**config.mk**
```make
export PLATFORM = sky130hd
export DESIGN_NAME = rr_onehot_arb_mux
export DESIGN_NICKNAME = d
export VERILOG_FILES = /design/src/rtl/rr_onehot_arb_mux.sv
export SDC_FILE = /design/constraint.sdc
export NUM_CORES = 1
export LEC_CHECK = 0
export CAP_MARGIN = 20
export CORE_MARGIN = 2
export CORE_UTILIZATION = 40
export DETAILED_ROUTE_END_ITERATION = 10
export PLACE_DENSITY = 0.92
export SYNTH_ARGS = -nofsm -noshare
export SYNTH_HDL_FRONTEND = slang
export SYNTH_SLANG_ARGS = --single-unit
```
**constraint.sdc**
```tcl
create_clock -name clk -period 3.9 [get_ports clk]
set_input_delay 0.975 -clock clk [delete_from_list [all_inputs] [get_ports clk]]
set_output_delay 0.975 -clock clk [all_outputs]
set_load 0.005 [all_outputs]
```
**src/rtl/rr_onehot_arb_mux.sv**
```systemverilog
`default_nettype none
// ============================================================================
// Module      : rr_onehot_arb_mux
// Description : Round-robin arbiter with a one-hot grant. It muxes 2**s
//               valid/ready channels into a single-entry registered output
//               stage. Optional macro ARB_LOCK_EN adds a per-channel grant
//               lock.
// Revision    : 1.0 - initial release
// ============================================================================
module rr_onehot_arb_mux #(
  parameter int s     = 2,
  parameter int width = 32
) (
  input  logic                  clk,
  input  logic                  rst,
  input  logic [(1<<s)-1:0]     req_valid,
  input  logic [width-1:0]      req_data [1<<s],
  input  logic [(1<<s)-1:0]     req_lock,
  output logic [(1<<s)-1:0]     req_ready,
  output logic                  out_valid,
  output logic [width-1:0]      out_data,
  output logic [(1<<s)-1:0]     out_grant,
  input  logic                  out_ready
);

  localparam int N = 1 << s;

  logic             out_valid_q, out_valid_d;
  logic [width-1:0] out_data_q,  out_data_d;
  logic [N-1:0]     out_grant_q, out_grant_d;
  logic [s-1:0]     ptr_q,       ptr_d;

  logic             w_load_en;
  logic             w_accept;
  logic [N-1:0]     w_rr_grant;
  logic [s-1:0]     w_rr_idx;
  logic             w_rr_found;
  logic [s-1:0]     w_scan;
  logic [N-1:0]     w_grant;
  logic [s-1:0]     w_sel;

  assign w_load_en = !out_valid_q | out_ready;

  // First valid channel scanning upward from ptr; s-bit index wraps naturally.
  always_comb begin
    w_rr_grant = '0;
    w_rr_idx   = '0;
    w_rr_found = 1'b0;
    w_scan     = '0;
    for (int k = 0; k < N; k++) begin
      w_scan = ptr_q + k[s-1:0];
      if (!w_rr_found && req_valid[w_scan]) begin
        w_rr_found         = 1'b1;
        w_rr_idx           = w_scan;
        w_rr_grant[w_scan] = 1'b1;
      end
    end
  end

`ifdef ARB_LOCK_EN
  logic         lock_q,     lock_d;
  logic [s-1:0] lock_idx_q, lock_idx_d;

  // A locked channel excludes everyone else, even while it is idle.
  always_comb begin
    w_grant = w_rr_grant;
    w_sel   = w_rr_idx;
    if (lock_q) begin
      w_sel   = lock_idx_q;
      w_grant = '0;
      w_grant[lock_idx_q] = req_valid[lock_idx_q];
    end
  end

  always_comb begin
    lock_d     = lock_q;
    lock_idx_d = lock_idx_q;
    if (w_accept) begin
      lock_d     = req_lock[w_sel];
      lock_idx_d = w_sel;
    end
  end

  always_ff @(posedge clk) begin
    if (rst) begin
      lock_q     <= 1'b0;
      lock_idx_q <= '0;
    end else begin
      lock_q     <= lock_d;
      lock_idx_q <= lock_idx_d;
    end
  end
`else
  logic unused_lock;
  assign unused_lock = ^req_lock;
  assign w_grant     = w_rr_grant;
  assign w_sel       = w_rr_idx;
`endif

  assign req_ready = rst ? '0 : (w_grant & {N{w_load_en}});
  assign w_accept  = |(req_valid & req_ready);

  always_comb begin
    out_valid_d = out_valid_q;
    out_data_d  = out_data_q;
    out_grant_d = out_grant_q;
    ptr_d       = ptr_q;
    if (w_accept) begin
      out_valid_d = 1'b1;
      out_data_d  = req_data[w_sel];
      out_grant_d = w_grant;
`ifdef ARB_LOCK_EN
      if (!req_lock[w_sel]) ptr_d = w_sel + 1'b1;
`else
      ptr_d = w_sel + 1'b1;
`endif
    end else if (out_ready) begin
      out_valid_d = 1'b0;
    end
  end

  always_ff @(posedge clk) begin
    if (rst) begin
      out_valid_q <= 1'b0;
      out_data_q  <= '0;
      out_grant_q <= '0;
      ptr_q       <= '0;
    end else begin
      out_valid_q <= out_valid_d;
      out_data_q  <= out_data_d;
      out_grant_q <= out_grant_d;
      ptr_q       <= ptr_d;
    end
  end

  assign out_valid = out_valid_q;
  assign out_data  = out_data_q;
  assign out_grant = out_grant_q;

endmodule
`default_nettype wire

```
### Word-level counts from Yosys, hierarchy flattened

Cells that the tools add are included.

* bits in writable memories: 0
* logic and storage cells: 70
* bits in registers: 39
* memories: 0
* latch bits: 0
* input port bits: 139
* memory bits (read-only): 0

* multiply operators: 0
* bitwise operators: 7
* $lt $le $gt $ge: 9
* add/subtract/negate cells: 4
* reductions and logical operators: 13
* div/mod/pow operators: 0
* multiplexer cells: 33
* equality and inequality tests: 0
* shift-type cells: 0

Operator list (number)
* binary-select mux 32 bit (select 2 bit): 1
* two-way mux 32 bit: 2
* two-way mux 4 bit: 5
* two-way mux 1 bit: 13
* less-than comparator 2 x 3 -> 1 bit (second input constant): 4
* OR 4 bit: 3
* bitwise AND 4 bit: 2
* binary-select mux 1 bit (select 2 bit): 4
* demux 1 bit (select 2 bit): 4
* greater-or-equal comparator 2 x 1 -> 1 bit (second input constant): 4
* two-way mux 2 bit: 4
* logical AND 1 bit: 7
* adder 2 x 1 -> 2 bit (second input constant): 2
* adder 2 bit (second input constant): 2
* logical NOT 1 bit: 4
* OR reduction 4 bit: 1
* greater-or-equal comparator 3 bit (second input constant): 1
* inverter 2 -> 3 bit: 1
* nonzero test 2 bit: 1
* OR 1 bit: 1

### Depth between registers and ports, before layout

* depth in word-level cells: 17
* depth in mapped cells: 13

### Worst setup path after synthesis

Ideal clock, no wire load.

* path kind: input -> output
* start: in req_valid[2]
* end: out req_ready[0]
* setup slack: 549 ps
* arrival: 2376 ps
* path buffers: 1
* cell stages on the path: 7
* cells stage by stage: buf_2 > mux4_2 > a21oi_1 > o21ai_0 > o21ai_0 > a21boi_0 > nor2_1

* word-level cells in the longest chain between the ends: 14

RTL lines
* from (decl): line 16 `input logic [(1<<s)-1:0] req_valid,`
* binary-select mux 1 bit (select 2 bit): line 52 `if (!w_rr_found && req_valid[w_scan]) begin`
* two-way mux 1 bit (not written as such): line 52
* two-way mux 1 bit: line 52
* logical NOT 1 bit: line 52
* logical AND 1 bit: line 52
* two-way mux 1 bit: line 52
* logical NOT 1 bit: line 52
* logical AND 1 bit: line 52
* two-way mux 1 bit: line 52
* logical NOT 1 bit: line 52
* logical AND 1 bit: line 52
* two-way mux 4 bit (*): line 52
* bitwise AND 4 bit (*): line 100 `assign req_ready = rst ? '0 : (w_grant & {N{w_load_en}});`
* two-way mux 4 bit (*): line 100
* to (decl): line 19 `output logic [(1<<s)-1:0] req_ready,`

Every way passes the cells marked *; elsewhere a longest branch is shown, timed or not. The select of a mux whose other input is x is not followed.

### Final worst setup path

* start: in req_valid[0]
* end: out req_ready[1]

The elaborated chain is that of the path after synthesis.

==> reports/metrics.yaml <==
status: "completed"
yosys-top-cells-count: "o21ai_0 (68), a32oi_1 (65), nor2_1 (41), dfxtp_1 (39)"
power_density_nw_per_um2: 735.3
die_area_um2: 9121
multiInputGateArea_um2: 2307
synth_top_family_by_area: "compound AO/OA/AOI/OAI gates"
cts_sinks: 39
worstMarginPinSlew_ns: 0.6005
finalNetCount: 738
fin_ws_ns: 0.1331
fill_cells: 663
clk_latency_ns: 0.29
clk_pin_slew_ns: 0.07
n_antenna_cell: 0
fmax_mhz: 265.5
grt_pass1_vias: 4233
ios: 180
synth_top_area_share_pct: 23.31
reg2regPathDepth: 11
place_inst: 686
syn_area_per_cell_um2: 8.032
drc_errors: 0
final_cells: 697
synth_compound_area_share_pct: 34.63
dieHeight_um: 95.51
postSynthCellCount: 417
track_usage_pct: 26.61
irDropWorstVdd_uv: 480.3
cp_data_required_time_ns: 2.92
dpl_worst_slack_ns: -0.4182
critPathLaunchType: "primary input"
antenna_found_initial: 0
cts_buffers: 5
synth_edf_count: 0
synth_xor_area_share_pct: 0.2615
vias: 4201
yosys_warnings: 0
gp_congestion: 0.8675
post-synth-top-count-cell: "o21ai_0"
wire_per_inst_um: 18.04
drt-total-wl_um: 12570
p_leak_uw: 0.001974
routed_via_density: 6.027
post-route-period-util_pct: 96.59
holdWs_ns: 0.4986
h-tree-depth: 2
dp_hpwl_um: 8795
ys_top_cells_by_area: "dfxtp_1 (23%), a32oi_1 (17%), mux2i_1 (10%)"
synthSimpleGateAreaFrac_pct: 16.81
yosysUniqueCellTypes: 54
seqCellArea_um2: 780.7
synth_seq_cells: 39
fin_crit_ns: 3.767
cts_max_path_buffers: 2
std_cell_rows: 33
clock_skew_ns: 0.007041
synth_ff_type: "dfxtp_1"
gr-total-overflow: 0
finalSetupViolations: 0
syn_nets: 562
cp-end-kind: "output port"
cap_violations: 0
ctsRootBufferMaster: "clkbuf_8"
io_buffers: 175
area_growth_pct: 62.79
final_max_slew_viol_count: 0
drt-initial-drc-count: 246
grt_start_max_net_pins: 41
core_um2: 8175
min_path_type: "flip-flop to flip-flop"
syn_area_um2: 3349
start_util_pct: 40.97
drive_gt1_share_pct: 15.37
synth-adder-area-share_pct: 2.241
dr.pass1.iters: 6
rsz0062_at_grt: "false"
critical_path.max_fanout: 7
yosys-mux-area-fraction_pct: 12.85
relSlewSlack_pct: 59.60
synth-seq-area-share_pct: 23.31
cts_tree: "built"
grt_pass1_wl_um: 19410
crit_type: "primary input to output port"
cp.arrival_ns: 2.79
die_x_um: 95.51
synth_top_area_cell: "dfxtp_1"
postSynth.asyncResetShare_pct: 0
ant_nets: 0
final_core_util_pct: 66.70
whs_path_depth: 2
finalHoldViolations: 0
==> worst paths after layout <==
kind	startpoint	end	slack [ns]
hold / removal	out_data[23]	out_data[23]	0.50
hold reg to reg	out_data[23]	out_data[23]	0.50
setup / recovery	req_valid[0]	req_ready[1]	0.13
setup reg to reg	ptr_q[1]	out_data[24]	0.82
==> cell families (layout without fill, tap and decap cells) <==
family | Yosys count | in the layout
compound gates | 160 | 160
simple gates | 113 | 113
buf+inv | 59 | 234
mux | 39 | 39
flops | 39 | 39
fa+ha+maj | 6 | 6
xor+xnor | 1 | 1
==> where the power goes <==
| group | switching [uW] | internal [uW] |
|---|---|---|
| Clock | 139 | 119 |
| Sequential | 91.1 | 580 |
| Combinational | 1600 | 1480 |
| Total | 1830 | 2180 |
==> registers in the layout, indices dropped and copies added (netlist names) <==
signal and flops:
out_valid 1, out_data 32, out_grant 4, ptr_q 2
==> cell type report <==
| type | instances | share of cell area, % |
|---|---|---|
| Clock buffer | 6 | 1.331 |
| Inverter | 4 | 0.2754 |
| Sequential cell | 39 | 14.32 |
| Tap cell | 105 | 2.409 |
| Multi-Input combinational cell | 319 | 42.31 |
| Timing Repair Buffer | 224 | 39.35 |
==> placed cells by master (no fill, tap or decap), drive strengths merged, types with 2 or more instances in the layout <==
master	count
clkbuf	7
nand3	34
o21ai	71
a32oi	65
nor2	44
buf	50
a211oi	6
and2	2
clkdlybuf4s50	166
mux2i	34
or3	2
nor3b	2
dlygate4sd2	5
nor2b	2
dlymetal6s2s	2
nand2b	4
a222oi	2
nand2	12
or4	2
inv	4
mux4	3
mux2	2
dfxtp	39
a21oi	6
ha	6
==> stage by stage <==
step                total power (uW)  setup TNS, ns  instance area, um2
floorplan                       2623              0                3349
global placement                3562         -1.078                5300
detailed placement              3683         -1.244                5300
CTS                             3994              0                5418
global route                    4318              0                5453
finish                          4009              0                5453
==> metal layers <==
metal / track usage, % / part of all wire [%] / vias up
li1: - / - / 1963
met1: 30.15 / 39 / 2004
met2: 48.24 / 51 / 211
met3: 7.115 / 8.2 / 23
met4: 8.690 / 1.8 / 0
met5: 0 / 0 / -
==> critical path, cell delays in order <==
cell and delay (ns):
dlygate4sd2_1 0.29, buf_4 0.18, and3b_1 0.19, o21ai_1 0.21, nand3_2 0.18, a22o_1 0.28
a21oi_2 0.13, nor2_1 0.06, dlygate4sd2_1 0.28
==> what timing repair did <==
item,in CTS,in global routing
resized for setup,16,7
endpoints found under the setup margin,4,3
pin swaps,3,3
hold endpoints to repair,0,0
gates cloned,0,0
buffers inserted,3,2
hold buffers,0,0
Power figures use the tool's default switching activity.
